===== config.mk =====
export PLATFORM = sky130hd
export DESIGN_NAME = hazard_ctrl_unit
export DESIGN_NICKNAME = d
export VERILOG_FILES = /design/src/rtl/hazard_ctrl_unit.sv
export SDC_FILE = /design/constraint.sdc
export NUM_CORES = 1
export LEC_CHECK = 0
export BUFFER_PORTS_ARGS = -buffer_cell sky130_fd_sc_hd__buf_2
export CORE_UTILIZATION = 30
export DETAILED_ROUTE_END_ITERATION = 7
export REMOVE_ABC_BUFFERS = 1
export SKIP_CTS_REPAIR_TIMING = 1
export SLEW_MARGIN = 5
export SYNTH_ARGS = -nofsm -noshare
export SYNTH_HDL_FRONTEND = slang
export SYNTH_SLANG_ARGS = --single-unit

===== constraint.sdc =====
create_clock -name clk -period 7 [get_ports clk]
set_input_delay 0 -clock clk [delete_from_list [all_inputs] [get_ports clk]]
set_output_delay 0 -clock clk [all_outputs]
set_load 0.02 [all_outputs]

===== src/rtl/hazard_ctrl_unit.sv =====
// rtl/hazard_ctrl_unit.sv - MIPS ID-stage hazard controller with in-flight load scoreboard
// Stall length is set by how far each load has advanced through the memory pipeline.
module hazard_ctrl_unit #(
  parameter int REG_W      = 5,
  parameter int MEM_LAT    = 1,
  parameter int DELAY_SLOT = 0,
  parameter int CNT_W      = 32
) (
  input  logic             clk,
  input  logic             rst,
  input  logic [REG_W-1:0] id_rs,
  input  logic [REG_W-1:0] id_rt,
  input  logic             id_uses_rs,
  input  logic             id_uses_rt,
  input  logic             id_branch,
  input  logic             br_taken,
  input  logic             ex_reg_write,
  input  logic             ex_mem_read,
  input  logic [REG_W-1:0] ex_rd,
  input  logic             dmem_stall,
  output logic             pc_hold,
  output logic             ifid_hold,
  output logic             ifid_flush,
  output logic             idex_bubble,
  output logic             pipe_freeze,
  output logic [CNT_W-1:0] stall_cycles,
  output logic [CNT_W-1:0] freeze_cycles,
  output logic [CNT_W-1:0] flush_count
);

  function automatic logic dep(input logic [REG_W-1:0] r,
                               input logic [REG_W-1:0] rs,
                               input logic [REG_W-1:0] rt,
                               input logic             urs,
                               input logic             urt);
    return (r != '0) && ((urs && (r == rs)) || (urt && (r == rt)));
  endfunction

  // Entry k describes the load currently occupying memory stage Mk.
  logic [MEM_LAT:1] sb_v;
  logic [REG_W-1:0] sb_rd [1:MEM_LAT];

  logic ex_load;
  logic ex_dep;
  logic sb_lu_hit;
  logic sb_br_hit;
  logic hazard;
  logic flush_req;

  assign ex_load = ex_mem_read && ex_reg_write;
  assign ex_dep  = dep(ex_rd, id_rs, id_rt, id_uses_rs, id_uses_rt);

  // A plain consumer can take the value from WB once the load sits in the last
  // memory stage; a branch compares in ID and must wait until the load retires.
  always_comb begin
    sb_lu_hit = 1'b0;
    sb_br_hit = 1'b0;
    for (int k = 1; k <= MEM_LAT; k++) begin
      if (sb_v[k] && dep(sb_rd[k], id_rs, id_rt, id_uses_rs, id_uses_rt)) begin
        sb_br_hit = 1'b1;
        if (k < MEM_LAT) sb_lu_hit = 1'b1;
      end
    end
  end

  assign hazard = (ex_load && ex_dep) || sb_lu_hit ||
                  (id_branch && ((ex_reg_write && ex_dep) || sb_br_hit));

  assign flush_req = id_branch && br_taken && (DELAY_SLOT == 0);

  always_comb begin
    pc_hold     = 1'b0;
    ifid_hold   = 1'b0;
    ifid_flush  = 1'b0;
    idex_bubble = 1'b0;
    pipe_freeze = 1'b0;
    if (rst) begin
      pc_hold = 1'b0;
    end else if (dmem_stall) begin
      pipe_freeze = 1'b1;
      pc_hold     = 1'b1;
      ifid_hold   = 1'b1;
    end else if (hazard) begin
      pc_hold     = 1'b1;
      ifid_hold   = 1'b1;
      idex_bubble = 1'b1;
    end else if (flush_req) begin
      ifid_flush = 1'b1;
    end
  end

  // Bubbles leave EX describing the real instruction, so capture is unconditional
  // except during a freeze, when the memory pipeline does not advance.
  always_ff @(posedge clk) begin
    if (rst) begin
      sb_v <= '0;
      for (int k = 1; k <= MEM_LAT; k++) sb_rd[k] <= '0;
    end else if (!dmem_stall) begin
      sb_v[1]  <= ex_load && (ex_rd != '0);
      sb_rd[1] <= ex_rd;
      for (int k = MEM_LAT; k >= 2; k--) begin
        sb_v[k]  <= sb_v[k-1];
        sb_rd[k] <= sb_rd[k-1];
      end
    end
  end

  always_ff @(posedge clk) begin
    if (rst) begin
      stall_cycles  <= '0;
      freeze_cycles <= '0;
      flush_count   <= '0;
    end else begin
      if (pipe_freeze) freeze_cycles <= freeze_cycles + CNT_W'(1);
      if (idex_bubble) stall_cycles  <= stall_cycles + CNT_W'(1);
      if (ifid_flush)  flush_count   <= flush_count + CNT_W'(1);
    end
  end

endmodule

==> impl_metrics.py, run 1 <==
metrics = {
    "status": {
        "outcome": "finished clean",
    },
    "clocking": {
        "cts_buffers": 9,
        "clock_path_buffers": 2,
        "tritoncts": "done",
        "clk_latency_ns": 0.35,
        "clkSlewWorstSetupHoldPaths_ns": 0.07,
        "root_buffer": "clkbuf_16",
        "cts.sinks": 102,
        "htree_levels": 3,
    },
    "critical_path": {
        "rr_startpoint": "sb_rd[1][0]$_SDFFCE_PN0P_",
        "critPathKind": "reg2reg",
        "arrival_ns": 3.07,
        "critPathMaxFanout": 24,
        "required_ns": 7.24,
        "critPathLaunchType": "flip-flop",
        "critPathCapture": "flush_count[8]$_SDFFE_PP0P_",
        "reg2reg_depth": 6,
        "reg2reg_slack_ns": 4.17,
        "cp-end-kind": "flip-flop",
        "worstSetupStartpoint": "sb_rd[1][0]$_SDFFCE_PN0P_",
        "regToRegEndpoint": "flush_count[8]$_SDFFE_PP0P_",
    },
    "grt": {
        "use_met1_pct": 20.6,
        "grt_overflow": 0,
        "grt_pass1_wl_um": 22400,
        "grt_pass1_vias": 4331,
        "busiest_layer": "met2",
        "grt_start_max_net_pins": 63,
        "use_met3_pct": 5.29,
        "antenna_found_initial": 0,
        "grtUsageMet2_pct": 23.8,
        "grt_use_total_pct": 15.5,
    },
    "timing": {
        "hold_violations": 0,
        "skew_ns": 0.0102,
        "worst_hold_slack_ns": 0.0280,
        "fmax_ghz": 0.354,
        "fin_crit_sh_pct": 40.4,
        "worstMarginPinSlew_ns": 0.966,
        "finalMaxSlewViolations": 0,
        "relSlewSlack_pct": 35.0,
        "rsz0062_at_grt": "false",
        "post-route-min-period_ns": 2.83,
        "setup_viol": 0,
        "fin_ws_ns": 4.17,
        "fin_tns_setup_ns": 0,
    },
    "power_and_ir_drop": {
        "p_total_mw": 1.24,
        "p_leak_nw": 2.32,
        "p_per_area_mw_per_mm2": 196,
        "peakVddDrop_mv": 0.130,
    },
    "finish": {
        "diodes": 0,
        "nNetsFinal": 744,
        "utilization_pct": 37.6,
        "design_area_mm2": 0.00633,
        "area_growth_pct": 20.8,
        "instances_no_fill": 941,
        "drive_gt1_share_pct": 21.4,
        "fillerInstances": 1776,
    },
    "placement": {
        "placed_area_mm2": 0.00599,
        "detailedPlace.worstSlack_ns": 4.24,
        "hpwl_um": 9660,
        "dp_cells": 926,
        "port_buffers": 124,
        "place.gp.congestion": 0.823,
    },
    "die": {
        "start_util_pct": 31.2,
        "dieWidth_um": 134,
        "ios": 125,
        "dieArea_mm2": 0.0180,
        "fp.dieH_um": 134,
        "core_mm2": 0.0168,
        "rows": 47,
    },
    "drt": {
        "drt_first_pass_iters": 4,
        "drtIter0Drc": 334,
        "via_count": 5067,
        "drt_wl_total_um": 14000,
        "viasPerCell": 5.38,
        "drtAntennaViolNets": 0,
        "post_drt_wl_per_cell_um": 14.9,
        "drc_errors": 0,
    },
    "yosys": {
        "avgSynthCellArea_um2": 8.47,
        "synthArstFlopShare_pct": 0,
        "yosys-top-cells-area": "dfxtp_1 (37%), o31ai_1 (6.6%), a21oi_1 (6.0%)",
        "yosysUniqueCellTypes": 48,
        "yosysTopAreaCellShare_pct": 37.1,
        "synth_most_common_cell": "dfxtp_1",
        "synth_common_cells": "dfxtp_1 (97), a21oi_1 (63), nor2_1 (48), o31ai_1 (46), nand2_1 (43)",
        "syn_inst": 619,
        "synth_area_mm2": 0.00524,
        "ys_seq_elements": 102,
        "synth_warnings": 0,
        "synth_edf_count": 5,
        "ys_seq_area_share_pct": 39.9,
        "yosys_most_used_dff": "dfxtp_1",
        "synth_largest_area_cell": "dfxtp_1",
    },
    "hold_path": {
        "hold_path.class": "in2reg",
    },
    "run": {
        "cap_viol_max_count": 0,
    },
}
-- how the worst min path moves through the flow --
stage,startpoint,endpoint,cells after the start
6_report,ex_rd[1],sb_rd[1][1]$_SDFFCE_PN0P_,2
5_1_grt,ex_rd[0],sb_rd[1][0]$_SDFFCE_PN0P_,2
4_1_cts,ex_rd[1],sb_rd[1][1]$_SDFFCE_PN0P_,2
3_5_place_dp,ex_rd[3],sb_rd[1][3]$_SDFFCE_PN0P_,2
3_3_place_gp,ex_rd[1],sb_rd[1][1]$_SDFFCE_PN0P_,2
2_1_floorplan,rst,flush_count[10]$_SDFFE_PP0P_,1
-- layout by cell type (no fill, tap or decap), types with 26 or more instances in the layout --
master	Yosys	final
a21oi_1	63	63
buf_2	5	123
dfxtp_1	97	97
nand2_1	43	43
nand3_1	35	35
nand4_1	32	32
nor2_1	48	48
o31ai_1	46	46
or4_1	42	42
xnor2_1	26	26
-- flip-flops by register name, summed over array words and instances, names as in the netlist --
name	cells
sb_v	1
sb_rd	5
freeze_cycles	32
flush_count	32
stall_cycles	32
-- kinds of logic after synthesis --
| logic type | Yosys count | synth area share, % |
|---|---|---|
| AOI/OAI and AO/OA | 135 | 16.3 |
| muxes | 6 | 1.24 |
| DFF | 102 | 39.9 |
| xor gates and xnor gates | 47 | 7.86 |
| buffers and inverters | 49 | 3.99 |
| adders and majority gates | 3 | 0.716 |
| and+or+nand+nor | 277 | 30.0 |
-- final cells by class --
cell class	instances	area, um2	area share (%)
multi-input cells	468	2940	46.5
flip-flops and latches	102	2090	33.0
repair buffers	128	653	10.3
well taps	220	275	4.35
clock buffers	10	229	3.62
clock inverters	5	108	1.70
inverters	8	30.0	0.474
-- metal layers --
layer  wire [um]  part of all wire (%)
met4          84                  0.60
met5           0                     0
met2        6290                    45
met1        6840                    49
met3         833                   5.9
-- critical path: stages, from the launching register on --
cell	delay, ns
edfxtp_1	0.43
or3_1	0.41
o311a_1	0.35
a22o_1	0.45
buf_4	0.33
nor4_1	0.36
mux2_2	0.38
-- where the power goes --
part           leakage (nW)  switching (mW)  internal [mW]
Sequential            0.835         0.00562          0.589
Clock                 0.163           0.230          0.350
Combinational          1.32          0.0438         0.0229
Total                  2.32           0.279          0.962
(Power assumes the default switching activity.)
==> inputs of run 2 (changes only) <==
- clock period: 7 -> 2.7 ns (I/O delays scaled with it)
==> run 2 against run 1 <==
Wire length up 0.55%. Non-clock buffer count is 13 higher. Combinational power rose to 2.7 times the previous value. Worst setup slack lost 3.9 ns. Highest routed layer unchanged. Largest cell class unchanged.
==> impl_metrics.py, run 2 (synthesized netlist as in run 1, its figures left out) <==
metrics = {
    "timing": {
        "worstMarginPinSlew_ns": 0.908,
        "setup_viol": 0,
        "fin_crit_sh_pct": 89.2,
        "fin_tns_setup_ns": 0,
        "post-route-min-period_ns": 2.41,
        "skew_ns": 0.00839,
        "relSlewSlack_pct": 39.5,
        "finalMaxSlewViolations": 0,
        "rsz0062_at_grt": "false",
        "fmax_ghz": 0.415,
        "hold_violations": 0,
    },
    "finish": {
        "layout_commonest_cell": "buf_2",
        "seqCellArea_mm2": 0.00209,
        "multi_input_comb_area_mm2": 0.00294,
        "drive_gt1_share_pct": 22.5,
        "area_growth_pct": 21.7,
        "nNetsFinal": 757,
        "diodes": 0,
        "fillerInstances": 1780,
        "mostFrequentLayoutCells": "buf_2 (123), dfxtp_1 (97), a21oi_1 (63), nor2_1 (48), o31ai_1 (46)",
        "design_area_mm2": 0.00638,
        "largest_registers": "flush_count: 32 flops, freeze_cycles: 32 flops, stall_cycles: 32 flops",
    },
    "clocking": {
        "cts.sinks": 102,
        "clk_latency_ns": 0.35,
        "htree_levels": 3,
        "clkSlewWorstSetupHoldPaths_ns": 0.07,
        "clock_path_buffers": 2,
        "cts_buffers": 9,
        "tritoncts": "done",
        "root_buffer": "clkbuf_16",
    },
    "hold_path": {
        "hold_path.class": "in2reg",
    },
    "placement": {
        "port_buffers": 124,
        "hpwl_um": 9860,
        "placed_area_mm2": 0.00611,
        "place.gp.congestion": 0.791,
    },
    "die": {
        "fp.dieH_um": 134,
        "dieArea_mm2": 0.0180,
        "start_util_pct": 31.2,
        "dieWidth_um": 134,
        "rows": 47,
        "core_mm2": 0.0168,
        "ios": 125,
    },
    "drt": {
        "via_count": 5054,
        "post_drt_wl_per_cell_um": 14.8,
        "viasPerCell": 5.30,
        "drt_wl_total_um": 14100,
        "drtIter0Drc": 274,
        "drtAntennaViolNets": 0,
        "drc_errors": 0,
        "drt_first_pass_iters": 4,
    },
    "critical_path": {
        "critPathLaunchType": "flip-flop",
        "critPathMaxStageDelay_ns": 0.44,
        "critPathTopFamily": "simple AND/OR/NAND/NOR gates",
        "cp_num_buf_inv": 1,
        "critPathMaxFanout": 41,
        "cp_slowest_cell": "edfxtp_1",
        "path_cells": "or3_1 -> o311a_1 -> a22o_1 -> buf_12 -> nor4_1 -> mux2_2",
        "critPathKind": "reg2reg",
        "arrival_ns": 2.65,
        "required_ns": 2.94,
        "cp-end-kind": "flip-flop",
    },
    "grt": {
        "antenna_found_initial": 0,
        "grt_pass1_wl_um": 23100,
        "grt_use_total_pct": 15.8,
        "grt_overflow": 0,
        "grt_pass1_vias": 4461,
        "grt_start_max_net_pins": 63,
    },
    "run": {
        "cap_viol_max_count": 0,
    },
    "power_and_ir_drop": {
        "peakVddDrop_mv": 0.287,
        "p_leak_nw": 2.36,
        "p_per_area_mw_per_mm2": 456,
    },
    "status": {
        "outcome": "finished clean",
    },
}
==> run 2: worst paths after layout <==
kind                                      start                       endpoint  slack [ns]  cells past startpoint
setup / recovery      sb_rd[1][0]$_SDFFCE_PN0P_    flush_count[8]$_SDFFE_PP0P_        0.29                      6
hold / removal                         ex_rd[1]      sb_rd[1][1]$_SDFFCE_PN0P_        0.03                      2
setup reg to reg      sb_rd[1][0]$_SDFFCE_PN0P_    flush_count[8]$_SDFFE_PP0P_        0.29                      6
hold reg to reg   stall_cycles[31]$_SDFFE_PP0P_  stall_cycles[31]$_SDFFE_PP0P_        0.48                      2
==> run 2: per-layer routing <==
metal  up-vias  global-route usage [%]  part of all wire [%]
met2       105                    23.5                    44
met5         -                       0                     0
met4         0                    4.31                  0.88
li1       2560                       -                     -
met3        10                    4.65                   5.8
met1      2379                    22.1                    50
==> run 2: cell type report <==
type	count	area share [%]
well taps	220	4.32
clock buffers	11	3.65
multi-input cells	468	46.2
inverters	8	0.471
repair buffers	141	12.2
flip-flops and latches	102	32.8
clock inverters	4	0.373
==> run 2: per-stage QoR <==
| step | power [mW] | hold slack, ns | std cells | setup WS [ns] | util [%] |
|---|---|---|---|---|---|
| CTS | 2.96 | -0.126 | 953 | 0.275 | 37.9 |
| global placement | 1.76 | 0.246 | 938 | 0.318 | 36.3 |
| global route | 3.04 | 0.0348 | 954 | 0.181 | 37.9 |
| floorplan | 1.66 | 0.0691 | 578 | -1.20 | - |
| finish | 2.91 | 0.0257 | 954 | 0.291 | 37.9 |
| detailed placement | 1.76 | 0.251 | 938 | 0.290 | 36.3 |
==> run 2: worst reg2reg max path, cell delays in order, from the launching register on <==
cell	delay (ns)
edfxtp_1	0.44
or3_1	0.39
o311a_1	0.35
a22o_1	0.26
buf_12	0.18
nor4_1	0.33
mux2_2	0.36
==> run 2: where the power goes <==
part | total (mW) | switching (mW) | internal (mW) | leakage (nW)
clock network | 1.19 | 0.569 | 0.619 | 0.126
logic | 0.178 | 0.114 | 0.0636 | 1.40
registers | 1.54 | 0.0149 | 1.53 | 0.835
